## src/rtl/instr_mem_pkg.sv

```systemverilog
// Shared types and defaults for the instruction memory fetch block.
//   fault_t        : response fault code (none / misaligned / out-of-range)
//   rsp_state_e    : occupancy of the 1-entry response register
//   classify_fault : fault priority, misalignment wins over range
package instr_mem_pkg;

  typedef enum logic [1:0] {
    FAULT_NONE     = 2'b00,
    FAULT_MISALIGN = 2'b01,
    FAULT_RANGE    = 2'b10
  } fault_t;

  typedef enum logic [0:0] {
    StEmpty = 1'b0,
    StFull  = 1'b1
  } rsp_state_e;

  localparam logic [31:0] DefaultBaseAddr = 32'h0040_0000;
  localparam logic [31:0] DefaultNopInstr = 32'h0000_0000;

  function automatic fault_t classify_fault(logic misalign, logic out_of_range);
    if (misalign) begin
      return FAULT_MISALIGN;
    end else if (out_of_range) begin
      return FAULT_RANGE;
    end
    return FAULT_NONE;
  endfunction

endpackage

```

## src/rtl/instr_mem_array.sv

```systemverilog
// DEPTH x DATA_W word array, one synchronous write port and one registered read port.
//   clk_i   : clock
//   we_i    : write strobe; waddr_i / wdata_i : write index / data
//   re_i    : read enable; raddr_i : read index
//   rdata_o : read data, updated one edge after re_i, held otherwise
module instr_mem_array #(
  parameter int unsigned DATA_W = 32,
  parameter int unsigned DEPTH  = 64
) (
  input  logic                     clk_i,
  input  logic                     we_i,
  input  logic [$clog2(DEPTH)-1:0] waddr_i,
  input  logic [DATA_W-1:0]        wdata_i,
  input  logic                     re_i,
  input  logic [$clog2(DEPTH)-1:0] raddr_i,
  output logic [DATA_W-1:0]        rdata_o
);

  logic [DATA_W-1:0] mem_q [DEPTH];
  logic [DATA_W-1:0] rdata_q;

  // Contents are deliberately never reset so an image survives a core reset.
  always_ff @(posedge clk_i) begin
    if (we_i) begin
      mem_q[waddr_i] <= wdata_i;
    end
    if (re_i) begin
      rdata_q <= mem_q[raddr_i];
    end
  end

  assign rdata_o = rdata_q;

endmodule

```

## src/rtl/instr_mem_fetch.sv

```systemverilog
// Instruction memory with valid/ready fetch, 1-cycle registered read and fault reporting.
//   clk, rst_n (sync, active-low)
//   load_we / load_idx / load_data : loader write port (blocks fetch acceptance)
//   req_valid / req_ready / req_pc : fetch request (byte PC)
//   rsp_valid / rsp_ready          : response handshake
//   rsp_instr / rsp_fault / rsp_pc : fetched word, fault code, originating PC
module instr_mem_fetch
  import instr_mem_pkg::*;
#(
  parameter int unsigned       DATA_W    = 32,
  parameter int unsigned       ADDR_W    = 32,
  parameter int unsigned       DEPTH     = 64,
  parameter logic [ADDR_W-1:0] BASE_ADDR = ADDR_W'(DefaultBaseAddr),
  parameter logic [DATA_W-1:0] NOP_INSTR = DATA_W'(DefaultNopInstr)
) (
  input  logic                     clk,
  input  logic                     rst_n,
  input  logic                     load_we,
  input  logic [$clog2(DEPTH)-1:0] load_idx,
  input  logic [DATA_W-1:0]        load_data,
  input  logic                     req_valid,
  output logic                     req_ready,
  input  logic [ADDR_W-1:0]        req_pc,
  output logic                     rsp_valid,
  input  logic                     rsp_ready,
  output logic [DATA_W-1:0]        rsp_instr,
  output logic [1:0]               rsp_fault,
  output logic [ADDR_W-1:0]        rsp_pc
);

  localparam int unsigned       IdxW      = $clog2(DEPTH);
  localparam logic [ADDR_W-1:0] SpanBytes = ADDR_W'(DEPTH * 4);

  rsp_state_e        state_q, state_d;
  fault_t            fault_q, fault_d;
  logic [ADDR_W-1:0] pc_q;
  // ok_q selects the array read data; otherwise alt_q (0 after reset, NOP after a fault).
  logic              ok_q;
  logic [DATA_W-1:0] alt_q;

  logic              accept;
  logic [ADDR_W-1:0] off;
  logic [IdxW-1:0]   rd_idx;
  logic [DATA_W-1:0] rd_data;

  assign rsp_valid = (state_q == StFull);
  assign req_ready = rst_n && !load_we && (!rsp_valid || rsp_ready);
  assign accept    = req_valid && req_ready;

  // A PC below the base wraps to a huge offset and lands in the range fault.
  assign off     = req_pc - BASE_ADDR;
  assign rd_idx  = off[IdxW+1:2];
  assign fault_d = classify_fault(|req_pc[1:0], off >= SpanBytes);

  instr_mem_array #(
    .DATA_W (DATA_W),
    .DEPTH  (DEPTH)
  ) u_array (
    .clk_i   (clk),
    .we_i    (load_we && rst_n),
    .waddr_i (load_idx),
    .wdata_i (load_data),
    .re_i    (accept && (fault_d == FAULT_NONE)),
    .raddr_i (rd_idx),
    .rdata_o (rd_data)
  );

  always_comb begin
    state_d = state_q;
    unique case (state_q)
      StEmpty: if (accept) state_d = StFull;
      StFull:  if (rsp_ready && !accept) state_d = StEmpty;
      default: state_d = StEmpty;
    endcase
  end

  always_ff @(posedge clk) begin
    if (!rst_n) begin
      state_q <= StEmpty;
      fault_q <= FAULT_NONE;
      pc_q    <= '0;
      ok_q    <= 1'b0;
      alt_q   <= '0;
    end else begin
      state_q <= state_d;
      if (accept) begin
        fault_q <= fault_d;
        pc_q    <= req_pc;
        ok_q    <= (fault_d == FAULT_NONE);
        alt_q   <= NOP_INSTR;
      end
    end
  end

  assign rsp_instr = ok_q ? rd_data : alt_q;
  assign rsp_fault = fault_q;
  assign rsp_pc    = pc_q;

endmodule

```

## config.mk

```make
export PLATFORM = sky130hd
export DESIGN_NAME = instr_mem_fetch
export DESIGN_NICKNAME = d
export VERILOG_FILES = /design/src/rtl/instr_mem_pkg.sv /design/src/rtl/instr_mem_array.sv /design/src/rtl/instr_mem_fetch.sv
export SDC_FILE = /design/constraint.sdc
export NUM_CORES = 2
export LEC_CHECK = 0
export ABC_AREA = 0
export CORE_ASPECT_RATIO = 0.7
export CORE_MARGIN = 3
export CORE_UTILIZATION = 58
export CTS_BUF_LIST = sky130_fd_sc_hd__clkbuf_8
export CTS_CLUSTER_DIAMETER = 50
export CTS_CLUSTER_SIZE = 40
export DETAILED_ROUTE_END_ITERATION = 16
export PLACE_DENSITY_LB_ADDON = 0.08
export SETUP_SLACK_MARGIN = 0.02
export SYNTH_ARGS = -nofsm -noshare
export SYNTH_HDL_FRONTEND = slang
export SYNTH_SLANG_ARGS = --single-unit
```

## constraint.sdc

```tcl
create_clock -name clk -period 5.4 [get_ports clk]
set_clock_uncertainty 0.2 [all_clocks]
set_input_delay 1.08 -clock clk [delete_from_list [all_inputs] [get_ports clk]]
set_output_delay 1.08 -clock clk [all_outputs]
set_load 0.005 [all_outputs]
```

### Word-level counts from Yosys, hierarchy flattened

Memories as Yosys holds them, arrays and structs flattened. A register that Yosys moved wholly into a read port is not among the register bits.
Index checks and enable logic that the tools add are counted.

* flip-flop bits (word level): 36
* RAM bits: 2048
* input bits: 75
* word-level logic and storage cells: 31
* memories kept: 1

* $add $sub $neg: 1
* $lt $le $gt $ge: 1
* multiplexer cells: 11
* bitwise gates (word level): 1
* reductions and logical operators: 12

Memories
* u_array.mem_q: depth 64, width 32, rd ports 1, clocked after Yosys merged registers in 1, wr ports 1, RTL line instr_mem_array.sv:19 `logic [DATA_W-1:0] mem_q [DEPTH];`

Operators with widths (number)
* $ge A32 B9 Y1 const B: 1
* $mux W32: 1
* $sub A32 B23 Y32 const B: 1
* $logic_and A1 B1 Y1: 6
* $mux W1: 6
* $mux W2: 3
* $logic_not A1 Y1: 3
* $logic_not A2 Y1: 1
* $pmux W1 S2: 1
* $reduce_or A2 Y1: 1
* $logic_or A1 B1 Y1: 1
* $not A1 Y1: 1

### Longest topological paths before layout

* word-level depth: 8
* gate-level depth with buffers: 9
* depth with buffers taken out: 5

### Modules after synthesis

A second synthesis with hierarchy kept.

* cell total of the unflattened synthesis: 3526
* area, all modules: 80488.4 um^2

By module, submodules not included
* instr_mem_array: instances 1, cells each 3324, area an instance 78835.6 um^2, seq. area each 62459.9 um^2
* instr_mem_fetch: instances 1, cells each 202, area an instance 1652.8 um^2, seq. area each 720.7 um^2

### Worst setup path before layout

OpenSTA, ideal clock, no wires.

* path kind: input port to flip-flop
* start: input port rsp_ready
* end: register u_array.rdata_q[0] (netlist: u_array.rdata_o[0]), read port of u_array.mem_q, enable pin
* library setup time: 0.518 ns
* arrival time: 5.155 ns
* required time: 4.682 ns
* slack: -0.473 ns
* cell stages on the path: 4
* buffers on the path: 0
* path through: nor2b_1 > nor3b_1 > nand2_1 > nor4b_1

* cells in the longest elaborated chain, start to end: 4

RTL lines
* start: declaration: RTL line instr_mem_fetch.sv:25 `input logic rsp_ready,`
* $logic_or A1 B1 Y1: RTL line instr_mem_fetch.sv:47 `assign req_ready = rst_n && !load_we && (!rsp_valid || rsp_ready);`
* $logic_and A1 B1 Y1: RTL line instr_mem_fetch.sv:47
* named net req_ready: RTL line instr_mem_fetch.sv:22 `output logic req_ready,`
* $logic_and A1 B1 Y1: RTL line instr_mem_fetch.sv:48 `assign accept = req_valid && req_ready;`
* $logic_and A1 B1 Y1: RTL line instr_mem_fetch.sv:63 `.re_i (accept && (fault_d == FAULT_NONE)),`
* named net u_array.re_i: RTL line instr_mem_array.sv:14 `input logic re_i,`
* end: declaration: RTL line instr_mem_array.sv:20 `logic [DATA_W-1:0] rdata_q;`

The timed path passes the listed nets, and every way through them passes these cells.
A chain may end at the register's enable or synchronous reset.

### Final worst setup path

* start: input port rst_n
* end: output port req_ready

* cells in the longest elaborated chain, start to end: 2

RTL lines
* start: declaration: RTL line instr_mem_fetch.sv:17 `input logic rst_n,`
* $logic_and A1 B1 Y1 (2 in a row): RTL line instr_mem_fetch.sv:47
* end: declaration: RTL line instr_mem_fetch.sv:22

Every way passes these cells.

==> impl_metrics.yaml <==
outcome:
  status: "finished clean"
sta:
  layout_min_cycle_time_ns: 4.59
  min_period_over_period_pct: 84.9
  hold_ws_ns: 0.279
  finalWorstSetupSlack_ns: 0.813
  rsz0062_at_grt: "no"
  tightest_slew_ns: 1.36
  fmax_mhz: 218
  maxSlewViolCount: 0
  fin_setup_tns_ns: 0
  setup_violations: 0
  slew_headroom_pct: 9.62
  hold_violations: 0
floorplanning:
  pin_count: 143
  placeableCoreArea_um2: 136000
  die_area_um2: 143000
  start_util_pct: 58.7
  core.rowCount: 113
  chipHeight_um: 317
  die_w_um: 450
detailed_routing:
  drc: 0
  ant_nets: 0
  wl_mm: 203
  post_drt_via_cell_ratio: 6.78
  dr.pass1.iters: 6
  vias: 39100
  wl_per_cell_um: 35.2
  drt_iter0_drc: 5637
pwr:
  switching_share_pct: 22.8
  irDropWorstVdd_mv: 0.286
  p_sw_mw: 6.46
  power_frac_clock_pct: 30.4
  cellPowerDensity_nw_per_um2: 322
  p_leak_nw: 26.8
  internal-power_mw: 21.9
  p_comb_share_pct: 5.8
  pwr-share-seq_pct: 63.8
min_path:
  hp-class: "reg -> reg"
worst_setup_path:
  slowest_delay_ns: 0.94
  required_ns: 4.12
  crit_chain: "clkdlybuf4s50_1 -> buf_4 -> nor3b_1 -> clkdlybuf4s50_1"
  slowest_stage: "clkdlybuf4s50_1"
  cp_max_fo: 21
  critPathLaunchType: "input port"
  arrival_ns: 3.31
  reg2reg_slack_ns: 2.75
  cpMostUsedCell: "clkdlybuf4s50_1"
  crit_type: "in -> out"
  endpoint_kind: "primary output"
yosys:
  async_reset_ff_share_pct: 0
  syn_area_um2: 80000
  ys_warn_count: 0
  syn_inst: 3526
  seq_area_frac_synth_pct: 79.0
  synth_edf_count: 2080
  synth_top_area_cell: "edfxtp_1"
  yosys_register_bits: 2116
  syn_nets: 3601
  ys_top_cells_by_area: "edfxtp_1 78%, mux4_2 14%, o22ai_1 1.2%"
  synth_cell_type_count: 41
  synthFlopType: "edfxtp_1"
  netlist.area_leader.share_pct: 78.1
  synth_area_per_cell_um2: 22.7
placed_design:
  gp_congestion: 0.868
  dp.cells: 5511
  numPortBuffers: 142
  hpwlAfterDp_mm: 123
  dp_slack_ns: 0.885
cts:
  cts_setup_buffers: 0
  cts_root_buf: "clkbuf_8"
  ctsHoldBuffers: 0
  clk_latency_ns: 0.91
  htreeDepth: 4
  cts_buffers: 141
  clock_sink_count: 2116
  cts_tree: "built"
  cts_buffer_depth: 3
  path_clk_slew_ns: 0.12
  ctsResizeCount: 0
global_routing:
  grt_pass1_wl_mm: 290
  grt_pass1_vias: 38400
  gr-total-overflow: 0
  antenna_found_initial: 16
  grt_max_degree: 93
  grt_use_total_pct: 29.0
finish:
  layout.cells.non_filler: 5768
  drive_gt1_share_pct: 27.0
  areaGrowthSynthToFinish_pct: 10.0
  finalNetCount: 3889
  finish.utilization_pct: 64.6
run:
  maxCapViolCount: 0
[cells in the final DEF (no fill, tap or decap), types with 4 or more instances in the layout]
master	count
edfxtp_1	2080
mux4_2	508
buf_4	181
o22ai_1	150
clkbuf_8	145
clkdlybuf4s50_1	104
nand2_1	89
nor2_4	64
mux2i_1	49
a211oi_1	45
and2_1	36
dfxtp_1	36
buf_2	35
nor2_1	33
a21boi_0	33
nor4_1	31
o221ai_1	27
o22a_1	27
nor2b_1	26
buf_12	24
inv_8	20
a22oi_1	16
inv_6	14
clkinv_1	14
nand3_1	12
a21oi_1	12
clkinvlp_4	11
clkinv_8	9
clkinv_4	9
clkinv_2	9
bufinv_16	9
nand2b_1	7
inv_1	7
diode_2	6
nand4_1	5
mux2_2	4
o21ai_1	4
[critical path: cells and delay by family]
kind          cells  cell delay, ns
buf+inv           3            1.85
simple gates      1            0.38
[worst paths after layout]
check | startpoint | end | cells after the start
worst min register to register | rsp_pc[14] | rsp_pc[14] | 2
worst min-delay path | rsp_pc[14] | rsp_pc[14] | 2
worst max register to register | rsp_valid | u_array.rdata_o[22] | 6
worst max-delay path | rst_n | req_ready | 4
[area by class of cell]
| cell class | instances | area, µm² |
|---|---|---|
| fill | 8804 | 48300 |
| multi-input combinational | 1208 | 16300 |
| clock inverter | 106 | 1120 |
| tap | 1840 | 2300 |
| timing repair buffer | 347 | 3100 |
| clock buffer | 145 | 2000 |
| antenna | 6 | 15.0 |
| sequential | 2116 | 63200 |
[per-stage QoR]
step	cell area [µm²]	power, mW
after CTS	88000	28.5
after floorplan	80000	19.3
after detailed placement	84900	20.1
after global placement	84900	20.1
final	88000	28.4
after global routing	88000	29.3
[logic make-up (layout without fill, tap and decap cells)]
logic type             Yosys count  count (layout)  synth area share [%]
other                            0               6                     0
and+or+nand+nor                323             323                  1.94
buffers and inverters          202             598                  1.29
muxes                          561             561                  15.0
DFF                           2116            2116                  79.0
AOI/OAI and AO/OA              324             324                  2.84
[cells in the mapped netlist (2+ instances only)]
master,n
nor4_1,33
buf_2,64
a211oi_1,46
a22oi_1,16
a41oi_1,2
o221ai_1,27
o21ai_1,4
nor2_1,97
a21boi_0,33
buf_6,6
nand4_1,5
or3_1,2
buf_4,39
nor4b_1,2
nand3b_1,3
nand2b_1,7
and2_1,36
o21a_1,2
dfxtp_1,36
buf_1,14
o22a_1,27
a31oi_1,2
mux2i_1,49
edfxtp_1,2080
mux4_2,508
nor2b_1,27
nor3_1,3
or2_2,3
mux2_2,4
a21oi_1,12
clkbuf_1,79
o22ai_1,150
nand3_1,12
nand2_1,89
[flip-flops by register name (all words and copies together) (netlist names)]
| name | flops |
|---|---|
| ok_q | 1 |
| rsp_valid | 1 |
| rsp_fault | 2 |
| u_array.rdata_o | 32 |
| u_array.mem_q | 2048 |
| rsp_pc | 32 |
[power by group through the flow]
stage	sequential, mW	combinational [mW]	clock [mW]
6_report	18.1	1.65	8.62
5_1_grt	18.1	1.74	9.41
4_1_cts	18.1	1.67	8.77
3_5_place_dp	18.5	1.66	0
3_3_place_gp	18.5	1.63	0
2_1_floorplan	18.5	0.828	0
[per-layer routing]
layer / share of wire, % / global-route usage (%) / wire, µm / vias to the layer above
li1: - / - / - / 15600
met5: 0.020 / 0 / 40 / -
met4: 2.6 / 7.96 / 5270 / 6
met1: 42 / 44.9 / 84300 / 21100
met2: 46 / 43.3 / 93300 / 2161
met3: 9.8 / 5.32 / 20000 / 275
Power figures use the tool's default switching activity.
